==> src/rtl/parking_pkg.sv <==
// Shared parking-lot constants, index-width helper and gate FSM encoding.
package parking_pkg;

  localparam int SPACES_DEF      = 8;
  localparam int GATE_CYCLES_DEF = 3;

  // Space-index width, never narrower than one bit.
  function automatic int idx_w(input int n);
    return (n > 2) ? $clog2(n) : 1;
  endfunction

  typedef enum logic {
    IDLE = 1'b0,
    OPEN = 1'b1
  } gate_state_e;

endpackage

==> src/rtl/parking_manager_if.sv <==
// Entry/exit request and status bundle between the lot controller and its user.
interface parking_manager_if #(
  parameter int SPACES = parking_pkg::SPACES_DEF
);
  import parking_pkg::*;
  localparam int IDX_W = idx_w(SPACES);

  logic               entry;
  logic               exit_req;
  logic [IDX_W-1:0]   exit_space;
  logic [SPACES-1:0]  parking_capacity;
  logic [IDX_W-1:0]   park_number;
  logic               park_valid;
  logic               entry_reject;
  logic               exit_error;
  logic               gate_open;
  logic               full;
  logic               empty;
  logic [IDX_W:0]     free_count;

  modport master (
    output entry, exit_req, exit_space,
    input  parking_capacity, park_number, park_valid, entry_reject,
           exit_error, gate_open, full, empty, free_count
  );

  modport slave (
    input  entry, exit_req, exit_space,
    output parking_capacity, park_number, park_valid, entry_reject,
           exit_error, gate_open, full, empty, free_count
  );

endinterface

==> src/rtl/free_space_finder.sv <==
// Combinational lowest-index free-space picker over the occupancy bitmap.
module free_space_finder #(
  parameter int SPACES = 8,
  parameter int IDX_W  = 3
) (
  input  logic [SPACES-1:0] bitmap,
  output logic [IDX_W-1:0]  index,
  output logic              any_free
);

  always_comb begin
    index = '0;
    // Scan high to low so the lowest free bit is the last one written.
    for (int i = SPACES - 1; i >= 0; i--) begin
      if (!bitmap[i]) index = IDX_W'(i);
    end
  end

  assign any_free = ~&bitmap;

endmodule

==> src/rtl/parking_manager.sv <==
// Parking lot controller: allocates spaces, drives the entry gate, tracks exits.
module parking_manager
  import parking_pkg::*;
#(
  parameter int SPACES      = SPACES_DEF,
  parameter int GATE_CYCLES = GATE_CYCLES_DEF
) (
  input  logic            clk,
  input  logic            reset,
  parking_manager_if.slave bus
);

  localparam int IDX_W = idx_w(SPACES);
  localparam int PAD   = 1 << IDX_W;
  localparam int CNT_W = $clog2(GATE_CYCLES + 1);

  gate_state_e       state_q, state_d;
  logic [CNT_W-1:0]  gate_cnt_q, gate_cnt_d;
  logic [SPACES-1:0] bitmap_q, bitmap_d;
  logic [IDX_W-1:0]  park_number_q, park_number_d;
  logic              park_valid_q, park_valid_d;
  logic              entry_reject_q, entry_reject_d;
  logic              exit_error_q, exit_error_d;

  logic [IDX_W-1:0]  free_idx;
  logic              any_free;
  logic [PAD-1:0]    occ_pad, occ_next;
  logic              grant, exit_ok;
  logic [IDX_W:0]    free_cnt;

  free_space_finder #(
    .SPACES (SPACES),
    .IDX_W  (IDX_W)
  ) u_finder (
    .bitmap   (bitmap_q),
    .index    (free_idx),
    .any_free (any_free)
  );

  // Out-of-range exit indices land on padding bits that are always zero,
  // so they read as "already free" and raise exit_error.
  assign occ_pad = PAD'(bitmap_q);
  assign exit_ok = bus.exit_req & occ_pad[bus.exit_space];
  assign grant   = bus.entry & (state_q == IDLE) & any_free;

  always_comb begin
    state_d        = state_q;
    gate_cnt_d     = gate_cnt_q;
    park_number_d  = park_number_q;
    park_valid_d   = 1'b0;
    entry_reject_d = 1'b0;
    exit_error_d   = 1'b0;
    occ_next       = occ_pad;

    if (exit_ok) occ_next[bus.exit_space] = 1'b0;
    else if (bus.exit_req) exit_error_d = 1'b1;

    case (state_q)
      IDLE: begin
        if (grant) begin
          occ_next[free_idx] = 1'b1;
          park_number_d      = free_idx;
          park_valid_d       = 1'b1;
          state_d            = OPEN;
          gate_cnt_d         = CNT_W'(GATE_CYCLES);
        end else if (bus.entry) begin
          entry_reject_d = 1'b1;
        end
      end
      OPEN: begin
        if (bus.entry) entry_reject_d = 1'b1;
        if (gate_cnt_q <= CNT_W'(1)) begin
          state_d    = IDLE;
          gate_cnt_d = '0;
        end else begin
          gate_cnt_d = gate_cnt_q - CNT_W'(1);
        end
      end
      default: begin
        state_d    = IDLE;
        gate_cnt_d = '0;
      end
    endcase

    bitmap_d = occ_next[SPACES-1:0];
  end

  always_ff @(posedge clk) begin
    if (reset) begin
      state_q        <= IDLE;
      gate_cnt_q     <= '0;
      bitmap_q       <= '0;
      park_number_q  <= '0;
      park_valid_q   <= 1'b0;
      entry_reject_q <= 1'b0;
      exit_error_q   <= 1'b0;
    end else begin
      state_q        <= state_d;
      gate_cnt_q     <= gate_cnt_d;
      bitmap_q       <= bitmap_d;
      park_number_q  <= park_number_d;
      park_valid_q   <= park_valid_d;
      entry_reject_q <= entry_reject_d;
      exit_error_q   <= exit_error_d;
    end
  end

  always_comb begin
    free_cnt = '0;
    for (int i = 0; i < SPACES; i++) begin
      free_cnt = free_cnt + (IDX_W+1)'(!bitmap_q[i]);
    end
  end

  assign bus.parking_capacity = bitmap_q;
  assign bus.park_number      = park_number_q;
  assign bus.park_valid       = park_valid_q;
  assign bus.entry_reject     = entry_reject_q;
  assign bus.exit_error       = exit_error_q;
  assign bus.gate_open        = (state_q == OPEN);
  assign bus.full             = &bitmap_q;
  assign bus.empty            = ~|bitmap_q;
  assign bus.free_count       = free_cnt;

endmodule

==> src/flat_wrapper.sv <==
// flat-port wrapper written by rule: the top's interface ports become plain ports
module parking_manager_flat import parking_pkg::*;
#(
  parameter int SPACES      = SPACES_DEF,
  parameter int GATE_CYCLES = GATE_CYCLES_DEF
)
  (clk, reset, bus_entry, bus_exit_req, bus_exit_space, bus_parking_capacity, bus_park_number, bus_park_valid, bus_entry_reject, bus_exit_error, bus_gate_open, bus_full, bus_empty, bus_free_count);
  parking_manager_if #(.SPACES(SPACES)) bus_i ();
  input  logic clk;
  input  logic reset;
  input wire logic [$bits(bus_i.entry)-1:0] bus_entry;
  input wire logic [$bits(bus_i.exit_req)-1:0] bus_exit_req;
  input wire logic [$bits(bus_i.exit_space)-1:0] bus_exit_space;
  output wire logic [$bits(bus_i.parking_capacity)-1:0] bus_parking_capacity;
  output wire logic [$bits(bus_i.park_number)-1:0] bus_park_number;
  output wire logic [$bits(bus_i.park_valid)-1:0] bus_park_valid;
  output wire logic [$bits(bus_i.entry_reject)-1:0] bus_entry_reject;
  output wire logic [$bits(bus_i.exit_error)-1:0] bus_exit_error;
  output wire logic [$bits(bus_i.gate_open)-1:0] bus_gate_open;
  output wire logic [$bits(bus_i.full)-1:0] bus_full;
  output wire logic [$bits(bus_i.empty)-1:0] bus_empty;
  output wire logic [$bits(bus_i.free_count)-1:0] bus_free_count;
  assign bus_i.entry = bus_entry;
  assign bus_i.exit_req = bus_exit_req;
  assign bus_i.exit_space = bus_exit_space;
  assign bus_parking_capacity = bus_i.parking_capacity;
  assign bus_park_number = bus_i.park_number;
  assign bus_park_valid = bus_i.park_valid;
  assign bus_entry_reject = bus_i.entry_reject;
  assign bus_exit_error = bus_i.exit_error;
  assign bus_gate_open = bus_i.gate_open;
  assign bus_full = bus_i.full;
  assign bus_empty = bus_i.empty;
  assign bus_free_count = bus_i.free_count;
  parking_manager #(.SPACES(SPACES), .GATE_CYCLES(GATE_CYCLES)) u_core (.clk(clk), .reset(reset), .bus(bus_i));
endmodule
==> config.mk <==
export PLATFORM = sky130hd
export DESIGN_NAME = parking_manager_flat
export DESIGN_NICKNAME = d
export VERILOG_FILES = /design/src/rtl/parking_pkg.sv /design/src/rtl/parking_manager_if.sv /design/src/rtl/free_space_finder.sv /design/src/rtl/parking_manager.sv /design/src/flat_wrapper.sv
export SDC_FILE = /design/constraint.sdc
export NUM_CORES = 1
export LEC_CHECK = 0
export ABC_CLOCK_PERIOD_IN_PS = 9410
export CAP_MARGIN = 20
export CORE_ASPECT_RATIO = 1.5
export CORE_UTILIZATION = 50
export CTS_CLUSTER_SIZE = 10
export DETAILED_ROUTE_END_ITERATION = 16
export PLACE_DENSITY = 0.82
export SETUP_SLACK_MARGIN = 0.1
export SYNTH_ARGS = -nofsm -noshare
export SYNTH_HDL_FRONTEND = slang
export SYNTH_SLANG_ARGS = --single-unit
==> constraint.sdc <==
create_clock -name clk -period 9.41 [get_ports clk]
set_clock_uncertainty 0.2 [all_clocks]
set_input_delay 2.3525 -clock clk [delete_from_list [all_inputs] [get_ports clk]]
set_output_delay 2.3525 -clock clk [all_outputs]
set_load 0.005 [all_outputs]
# Word-level counts from Yosys, hierarchy flattened
# Cells that the tools add are included.
# Widths: inputs -> output; s select.
[word_totals]
ff_bits = 17
[op_classes]
bitwise_logic = 7
n_eq_ne = 1
mux = 27
reduce_logical = 17
magnitude_cmp = 5
n_addsub = 8
[ops]
columns = ["operator", "count"]
rows = [
  ["$add 4x1->4", 6],
  ["$mux 3", 8],
  ["$mux 8", 3],
  ["$logic_not 1->1", 10],
  ["$and 8x8->8", 1],
  ["$lt 3x4->1 const B", 2],
  ["$mux 1", 8],
  ["$not 8->8", 1],
  ["$or 8x8->8", 1],
  ["$reduce_and 8->1", 1],
  ["$reduce_or 8->1", 1],
  ["$demux 1 s3", 2],
  ["$ge 3x1->1 const B", 2],
  ["$mux 2", 2],
  ["$pmux 1 s2", 2],
  ["$pmux 2 s2", 1],
  ["$reduce_or 2->1", 2],
  ["$and 1x1->1", 3],
  ["$bmux 1 s3", 1],
  ["$add 1x1->2", 1],
  ["$le 2x1->1 const B", 1],
  ["$logic_and 1x1->1", 2],
  ["$ne 2x1->1 const B", 1],
  ["$reduce_and 2->1", 1],
  ["2 further kinds", 2],
]

# Logic depth before layout (Yosys ltp)
# Gate-level depths: netlist of run 1.
[depth]
word_depth = 15
mapped_depth = 9

# By module
# Synthesis of run 1 repeated with hierarchy kept, for this count alone.
[unflattened]
hier_cells = 131
hier_area_um2 = 1103.6
[modules_own_cells]
columns = ["module", "area_per_inst_um2", "cells_each", "n_inst"]
rows = [
  ["parking_manager", 1029.7, 116, 1],
  ["free_space_finder", 73.8, 15, 1],
]

# Worst setup path after synthesis of run 1
# No wires, ideal clock.
[synth_timing]
kind = "flip-flop to output port"
startpoint = "register u_core.bitmap_q[0], in the netlist u_core.bus.parking_capacity[0]"
endpoint = "output port bus_free_count[2]"
path_slack_ps = 4117
path_stages_with_launch = 10
t_arrival_ps = 2741
required_ps = 6858
cell_sequence = "dfxtp_1 inv_2 ha_1 inv_1 fa_1 inv_1 fa_1 fa_1 fa_1 xor2_1"
[synth_via]
elab_chain_len = 8
[synth_rtl]
columns = ["element", "line_no", "source"]
rows = [
  ["start: declaration", "parking_manager.sv:19", "logic [SPACES-1:0] bitmap_q, bitmap_d;"],
  ["start signal: assignment", "parking_manager.sv:100", "bitmap_q <= bitmap_d;"],
  ["$logic_not 1->1", "parking_manager.sv:111", "free_cnt = free_cnt + (IDX_W+1)'(!bitmap_q[i]);"],
  ["$add 1x1->2", "parking_manager.sv:111", ""],
  ["$add 4x1->4 (6 in series)", "parking_manager.sv:111", ""],
  ["end: declaration", "flat_wrapper.sv:22", "output wire logic [$bits(bus_i.free_count)-1:0] bus_free_count;"],
]
# No other way between the ends.

# Worst setup path after layout of run 1
# Ends and elaborated chain as after synthesis.

==> flow_metrics.env, run 1 <==
export IMPL_status="complete, no violations"
export IMPL_synth_main_ff_cell="dfxtp_1"
export IMPL_worstMarginPinSlew_ns=0.482
export IMPL_remaining_drc_errors=0
export IMPL_rows=19
export IMPL_synthArstFlopShare_pct=0
export IMPL_setup_viol=0
export IMPL_cts_tree="built"
export IMPL_grt_max_degree=15
export IMPL_cts_buffer_depth=2
export IMPL_fin_util_pct=69.6
export IMPL_first_pass_iters=4
export IMPL_cap_violations=0
export IMPL_fp_coreArea_sq_mm=0.00188
export IMPL_ant_nets=0
export IMPL_period_share_pct=66.0
export IMPL_rsz0062_at_grt="no"
export IMPL_grt_pass1_vias=916
export IMPL_crit_arrival_ns=3.66
export IMPL_fmax_mhz=161
export IMPL_synth_ff_latch_count=17
export IMPL_wirelength_mm=2.28
export IMPL_critPathCaptureType="output port"
export IMPL_die_height_um=57.3
export IMPL_setup_slack_ns=3.20
export IMPL_vias_per_cell=5.77
export IMPL_synth_common_cells="17 x dfxtp_1, 14 x a21oi_1, 11 x inv_1, 11 x nand2_1, 9 x o21ai_0"
export IMPL_synth_area_sq_mm=0.00102
export IMPL_diodes=0
export IMPL_hold_violations=0
export IMPL_ys_seq_area_share_pct=33.4
export IMPL_nFillCells=169
export IMPL_hold_path_class="reg -> reg"
export IMPL_detail_route_wl_per_cell_um=14.2
export IMPL_antenna_found_initial=0
export IMPL_port_buffers=27
export IMPL_globalRoute_totalOverflow=0
export IMPL_synth_area_leaders="dfxtp_1 33%, fa_1 7.9%, a21oi_1 6.9%"
export IMPL_ir_worst_vdd_uv=104
export IMPL_hold_buffers=0
export IMPL_cts_sinks=17
export IMPL_initial_core_util_pct=54.2
export IMPL_synth_area_mux_share_pct=5.41
export IMPL_p_leak_nw=0.469
export IMPL_yosysMostFrequentCell="dfxtp_1"
export IMPL_ys_warn_count=0
export IMPL_grt_first_pass_wirelength_mm=3.82
export IMPL_post_cts_buffers=0
export IMPL_path_clk_slew_ns=0.10
export IMPL_synth_fa_ha_area_share_pct=12.8
export IMPL_synth_top_cell_area_share_pct=33.4
export IMPL_synthDistinctLibCells=36
export IMPL_vias=929
export IMPL_crit_type="reg -> out"
export IMPL_pwr_density_cell_mw_per_mm2=121
export IMPL_synth_largest_area_cell="dfxtp_1"
export IMPL_cts_resized=0
export IMPL_io_pins=28
export IMPL_cts_root_buf="clkbuf_4"
export IMPL_finalSetupTns_ns=0
export IMPL_synthCells=112
export IMPL_die_area_sq_mm=0.00223
export IMPL_maxSlewHeadroom_pct=67.8
export IMPL_required_ns=6.86
export IMPL_dp_hpwl_mm=1.78
export IMPL_cp_max_fo=9
export IMPL_dp_slack_ns=3.53
export IMPL_fp_dieW_um=38.9
export IMPL_synth_edf_count=0
export IMPL_syn_to_final_growth_pct=28.4
export IMPL_yosys_area_share_simple_pct=17.3
export IMPL_total_power_mw=0.158
export IMPL_syn_nets=127
export IMPL_drive_above_1_share_pct=8.57
export IMPL_synth_compound_area_share_pct=22.4
export IMPL_cts_buffers=3
export IMPL_finalMaxSlewViolations=0
export IMPL_clk_latency_ns=0.29
export IMPL_cts_max_level=1
export IMPL_synth_top_family_by_area="compound AO/OA/AOI/OAI gates"
export IMPL_grt_use_total_pct=23.8
export IMPL_yosys_area_share_xor_xnor_pct=0.860
export IMPL_synth_avg_cell_area_sq_um=9.09
export IMPL_final_nets=156
export IMPL_critPathLaunchType="flop"
export IMPL_drtIter0Drc=18
export IMPL_finalWeightedCongestion=0.933
export IMPL_fin_crit_ns=6.21
[through the flow]
stage                     area (sq um)  hold WS (ns)  cells
final                             1310         0.284    161
after detailed placement          1280         0.273    157
after global routing              1310         0.323    161
after CTS                         1310         0.287    161
after floorplan                   1020         0.248    112
after global placement            1280         0.265    157
[sequential cells by signal (all words and copies together) (netlist names)]
signal	count
u_core.bus.parking_capacity	8
u_core.bus.park_number	3
u_core.gate_cnt_q	2
u_core.bus.entry_reject	1
u_core.bus.exit_error	1
u_core.bus.gate_open	1
u_core.bus.park_valid	1
[worst paths after layout]
path                             startpoint                   endpoint  slack [ns]  cells after the start
min                    u_core.gate_cnt_q[1]       u_core.gate_cnt_q[1]        0.28                      2
max          u_core.bus.parking_capacity[0]          bus_free_count[2]        3.20                     10
min reg2reg            u_core.gate_cnt_q[1]       u_core.gate_cnt_q[1]        0.28                      2
max reg2reg  u_core.bus.parking_capacity[0]  u_core.bus.park_number[1]        7.65                      6
[layout by cell type, fill, tap and decap left out, types with 2 or more instances in the layout]
cell type        instances
nand2_1                 11
o211ai_1                 2
nor2_1                   7
clkdlybuf4s50_1         27
inv_1                   11
fa_1                     4
nand2b_1                 3
nand4_1                  3
o21ai_0                  9
ha_1                     4
clkbuf_4                 3
mux4_2                   2
dfxtp_1                 17
a21oi_1                 14
[area by class of cell]
cell class	count	area (sq um)	area share, %
inverter	12	45.0	3.44
multi-input combinational	80	598	45.7
timing repair buffer	27	270	20.7
clock inverter	1	5.00	0.383
tap	21	26.3	2.01
clock buffer	3	22.5	1.72
sequential	17	340	26.0
[routing by layer]
layer / up-vias / global-route usage (%) / wire (um)
met4: 0 / 10.3 / 51
met1: 424 / 26.0 / 863
met5: - / 0 / 0
met2: 41 / 41.9 / 1230
met3: 8 / 4.67 / 141
li1: 456 / - / -
[power by group]
| part | leakage, nW | switching, mW | internal, mW |
|---|---|---|---|
| registers | 0.139 | 0.00322 | 0.0749 |
| clock network | 0.0177 | 0.0233 | 0.0158 |
| logic | 0.312 | 0.0178 | 0.0231 |
[worst max-delay path, cell delays in order (launching register included)]
cell	delay, ns
dfxtp_1	0.51
inv_2	0.08
ha_1	0.28
inv_1	0.04
fa_1	0.48
inv_1	0.05
fa_1	0.46
fa_1	0.40
fa_1	0.39
xor2_1	0.16
clkdlybuf4s50_1	0.51
[kinds of logic after synthesis]
group / count (synthesis)
compound gates: 35
simple gates: 33
flops: 17
buf+inv: 15
fa+ha+maj: 8
mux: 3
xor+xnor: 1
(Power assumes the default switching activity.)
==> run 2, diff against run 1 <==
ABC_CLOCK_PERIOD_IN_PS = 5100   (was 9410)
CORE_UTILIZATION = 42   (was 50)
PLACE_DENSITY = 0.73   (was 0.82)
clock period = 5.1 ns   (was 9.41 ns; I/O delays follow)
==> flow_metrics.env, run 2 (same netlist as run 1, synthesis figures left out) <==
export IMPL_vias=1015
export IMPL_hold_violations=0
export IMPL_crit_arrival_ns=3.43
export IMPL_fin_util_pct=60.2
export IMPL_p_leak_nw=0.507
export IMPL_final_nets=161
export IMPL_cts_buffer_depth=2
export IMPL_hold_buffers=0
export IMPL_p_clk_share_pct=24.1
export IMPL_cts_tree="built"
export IMPL_setup_slack_ns=0.192
export IMPL_fp_coreArea_sq_mm=0.00226
export IMPL_period_share_pct=96.2
export IMPL_finalWeightedCongestion=0.880
export IMPL_detail_route_wl_per_cell_um=15.6
export IMPL_grt_first_pass_wirelength_mm=4.58
export IMPL_diodes=0
export IMPL_power_share_switching_pct=27.7
export IMPL_fmax_mhz=204
export IMPL_worstMarginPinSlew_ns=0.470
export IMPL_required_ns=3.62
export IMPL_initial_core_util_pct=45.1
export IMPL_cts_sinks=17
export IMPL_setup_viol=0
export IMPL_wirelength_mm=2.63
export IMPL_power_frac_seq_pct=47.9
export IMPL_antenna_found_initial=0
export IMPL_ant_nets=0
export IMPL_critPathCaptureType="output port"
export IMPL_port_buffers=27
export IMPL_hold_depth=2
export IMPL_maxSlewHeadroom_pct=68.6
export IMPL_crit_type="reg -> out"
export IMPL_clk_latency_ns=0.29
export IMPL_cap_violations=0
export IMPL_first_pass_iters=4
export IMPL_drive_above_1_share_pct=13.8
export IMPL_p_int_mw=0.215
export IMPL_largest_reg_flops=8
export IMPL_cp_max_fo=4
export IMPL_switchingPower_mw=0.0825
export IMPL_cts_root_buf="clkbuf_4"
export IMPL_r2r_cells=4
export IMPL_dp_hpwl_mm=1.87
export IMPL_total_power_mw=0.297
export IMPL_pwr_density_cell_mw_per_mm2=218
export IMPL_vias_per_cell=6.04
export IMPL_drtIter0Drc=40
export IMPL_die_area_sq_mm=0.00263
export IMPL_hold_path_class="reg -> reg"
export IMPL_final_cell_mix="26 x clkdlybuf4s50_1, 15 x dfxtp_1, 14 x a21oi_1"
export IMPL_fin_area_sq_mm=0.00136
export IMPL_finalMaxSlewViolations=0
export IMPL_nFillCells=215
export IMPL_path_clk_slew_ns=0.10
export IMPL_cts_buffers=3
export IMPL_grt_max_degree=15
export IMPL_dp_slack_ns=0.237
export IMPL_io_pins=28
export IMPL_combPwrFrac_pct=28.0
export IMPL_rsz0062_at_grt="yes"
export IMPL_status="complete, no violations"
export IMPL_rows=21
export IMPL_globalRoute_totalOverflow=0
export IMPL_remaining_drc_errors=0
export IMPL_finalSetupTns_ns=0
export IMPL_final_common_cell="clkdlybuf4s50_1"
export IMPL_grt_pass1_vias=1024
export IMPL_die_height_um=62.3
export IMPL_critPathLaunchType="flop"
export IMPL_fin_crit_ns=4.91
export IMPL_fp_dieW_um=42.2
export IMPL_ir_worst_vdd_uv=132
export IMPL_syn_to_final_growth_pct=33.7
export IMPL_grt_use_total_pct=22.3
export IMPL_dpl_cell_area_sq_mm=0.00130
export IMPL_cts_max_level=1
## run 2: layout make-up
cell class                      instances  area [sq um]  area share (%)
Clock buffer                            4          26.3            1.93
Multi-Input combinational cell         80           603            44.3
Timing Repair Buffer                   32           310            22.8
Tap cell                               23          28.8            2.11
Sequential cell                        17           348            25.6
Inverter                               12          45.0            3.31
## run 2: critical path, stage by stage, from the launching register on
cell and delay, ns:
dfxtp_4 0.37, inv_1 0.06, ha_1 0.27, inv_1 0.05, fa_1 0.48, inv_1 0.05, fa_1 0.46, fa_2 0.37
fa_2 0.53, clkdlybuf4s50_1 0.50
## run 2: metrics by stage
step                      instances  hold slack [ns]
after floorplan                 112            0.248
after global placement          161            0.265
after detailed placement        161            0.275
after CTS                       166            0.289
after global routing            168            0.312
final                           168            0.286
## run 2: per-layer routing
layer / GRT usage, % / part of all wire, % / up-vias
met5: 0 / 0 / -
met4: 13.3 / 3.2 / 0
met3: 4.94 / 6.4 / 13
met2: 37.7 / 53 / 53
met1: 24.7 / 38 / 483
li1: - / - / 466
## run 2: final timing paths
path	from	to	slack [ns]
worst max-delay path	u_core.bus.parking_capacity[1]	bus_free_count[1]	0.19
worst min-delay path	u_core.gate_cnt_q[1]	u_core.gate_cnt_q[1]	0.29
worst max register to register	u_core.bus.parking_capacity[4]	u_core.bus.parking_capacity[1]	3.33
worst min register to register	u_core.gate_cnt_q[1]	u_core.gate_cnt_q[1]	0.29
## run 2: timing repair
item / in CTS / in global routing
gates cloned: 0 / 0
setup buffers: 1 / 2
pin swaps: 0 / 1
resized for setup: 6 / 1
endpoints found under the setup margin: 2 / 2
## run 2: power groups by stage
stage	Combinational, mW	Clock [mW]	Sequential (mW)
6_report	0.0832	0.0718	0.142
5_1_grt	0.0912	0.0813	0.143
2_1_floorplan	0.0381	0	0.146
4_1_cts	0.0810	0.0734	0.143
3_5_place_dp	0.0762	0	0.147
3_3_place_gp	0.0747	0	0.146
==> run 3, diff against run 2 <==
CORE_ASPECT_RATIO = default   (was 1.5)
==> flow_metrics.env, run 3 (same netlist as run 1, synthesis figures left out) <==
export IMPL_grt_use_total_pct=21.2
export IMPL_finalMaxSlewViolations=0
export IMPL_hold_path_class="reg -> reg"
export IMPL_crit_buf_inv=4
export IMPL_cts_buffers=3
export IMPL_diodes=0
export IMPL_ir_worst_vdd_uv=166
export IMPL_grt_first_pass_wirelength_mm=4.13
export IMPL_finalWeightedCongestion=0.965
export IMPL_post_cts_buffers=0
export IMPL_remaining_drc_errors=0
export IMPL_grt_pass1_vias=922
export IMPL_multi_input_area_sq_um=601
export IMPL_drtIter0Drc=20
export IMPL_port_buffers=27
export IMPL_fp_coreArea_sq_mm=0.00225
export IMPL_cts_root_buf="clkbuf_4"
export IMPL_path_clk_slew_ns=0.11
export IMPL_worstMarginPinSlew_ns=0.468
export IMPL_fin_crit_ns=4.63
export IMPL_fp_dieW_um=51.2
export IMPL_die_height_um=51.2
export IMPL_io_pins=28
export IMPL_crit_top_cell="inv_1"
export IMPL_cts_max_level=1
export IMPL_status="complete, no violations"
export IMPL_fmax_mhz=216
export IMPL_cts_buffer_depth=2
export IMPL_cts_sinks=17
export IMPL_finalSetupTns_ns=0
export IMPL_critPathCaptureType="output port"
export IMPL_cts_tree="built"
export IMPL_cp_slowest_cell="fa_2"
export IMPL_grt_max_degree=15
export IMPL_antenna_found_initial=0
export IMPL_crit_type="reg -> out"
export IMPL_period_share_pct=90.8
export IMPL_rsz0062_at_grt="no"
export IMPL_register_area_sq_um=344
export IMPL_crit_arrival_ns=3.15
export IMPL_syn_to_final_growth_pct=31.8
export IMPL_p_leak_nw=0.506
export IMPL_required_ns=3.62
export IMPL_final_common_cell="clkdlybuf4s50_1"
export IMPL_maxSlewHeadroom_pct=68.7
export IMPL_vias=954
export IMPL_largest_reg_flops=8
export IMPL_drive_above_1_share_pct=11.3
export IMPL_nFillCells=209
export IMPL_detail_route_wl_per_cell_um=14.6
export IMPL_critPathLaunchType="flop"
export IMPL_cp_max_fo=7
export IMPL_globalRoute_totalOverflow=0
export IMPL_cap_violations=0
export IMPL_final_nets=158
export IMPL_clk_latency_ns=0.30
export IMPL_pwr_density_cell_mw_per_mm2=221
export IMPL_rows=17
export IMPL_fin_util_pct=59.5
export IMPL_hold_violations=0
export IMPL_wirelength_mm=2.49
export IMPL_die_area_sq_mm=0.00263
export IMPL_vias_per_cell=5.61
export IMPL_initial_core_util_pct=45.2
export IMPL_ant_nets=0
export IMPL_critPathMaxStageDelay_ns=0.59
export IMPL_path_cells="inv_1 > ha_1 > inv_1 > fa_1 > inv_1 > fa_1 > fa_2 > clkdlybuf4s50_1"
export IMPL_final_cell_mix="25 x clkdlybuf4s50_1, 16 x dfxtp_1, 14 x a21oi_1"
export IMPL_first_pass_iters=4
export IMPL_setup_viol=0
export IMPL_dp_hpwl_mm=1.84
export IMPL_crit_family="adder cells"
## run 3: changes by cell type in the layout (fill, tap and decap cells not counted)
cell | before | now
buf_4 | 5 | 2
clkbuf_1 | 1 | 0
clkdlybuf4s50_1 | 26 | 25
clkinv_2 | 0 | 1
dfxtp_1 | 15 | 16
dfxtp_4 | 2 | 1
dlymetal6s2s_1 | 1 | 2
fa_1 | 2 | 3
fa_2 | 2 | 1
## run 3: worst min-delay path: stages, from the launching register on
cell and delay, ns:
dfxtp_1 0.32, nand2_1 0.07, a21oi_1 0.06
## run 3: path summary, 6_finish.rpt
path | startpoint | to | slack, ns | depth (start not counted)
worst max-delay path | u_core.bus.parking_capacity[1] | bus_free_count[0] | 0.47 | 8
worst min-delay path | u_core.gate_cnt_q[1] | u_core.bus.gate_open | 0.30 | 2
worst max register to register | u_core.bus.parking_capacity[2] | u_core.bus.park_number[1] | 3.35 | 5
worst min register to register | u_core.gate_cnt_q[1] | u_core.bus.gate_open | 0.30 | 2
## run 3: per-stage QoR
| stage | cells | setup slack, ns | power [mW] | cell area, sq um | hold WS [ns] |
|---|---|---|---|---|---|
| final | 170 | 0.470 | 0.297 | 1340 | 0.297 |
| after global routing | 170 | 0.351 | 0.314 | 1340 | 0.311 |
| after CTS | 170 | 0.133 | 0.298 | 1340 | 0.300 |
| after detailed placement | 166 | 0.327 | 0.224 | 1300 | 0.278 |
| after global placement | 166 | 0.407 | 0.223 | 1300 | 0.263 |
| after floorplan | 112 | 0.884 | 0.184 | 1020 | 0.248 |
## run 3: final cells by class
cell class / count / area share (%)
clock inverter: 1 / 0.373
tap: 28 / 2.61
multi-input combinational: 80 / 44.7
timing repair buffer: 29 / 21.6
sequential: 17 / 25.6
inverter: 12 / 3.36
clock buffer: 3 / 1.68
## run 3: repair_timing
| action | in CTS | in global routing |
|---|---|---|
| hold buffers | 0 | 0 |
| resized for setup | 3 | 2 |
| pin swaps | 0 | 3 |
| endpoints found under the setup margin | 2 | 2 |
## run 3: layer usage
layer	share of wire [%]	GRT usage, %	vias to the layer above
li1	-	-	458
met1	44	26.6	453
met2	47	35.7	38
met3	7.1	3.87	5
met4	1.3	8.56	0
met5	0	0	-
## run 3: power by group
group          internal, mW  switching [mW]  total, mW  leakage (nW)
sequential            0.138         0.00394      0.142         0.140
combinational        0.0441          0.0356     0.0797         0.349
clock                0.0292          0.0462     0.0754        0.0177
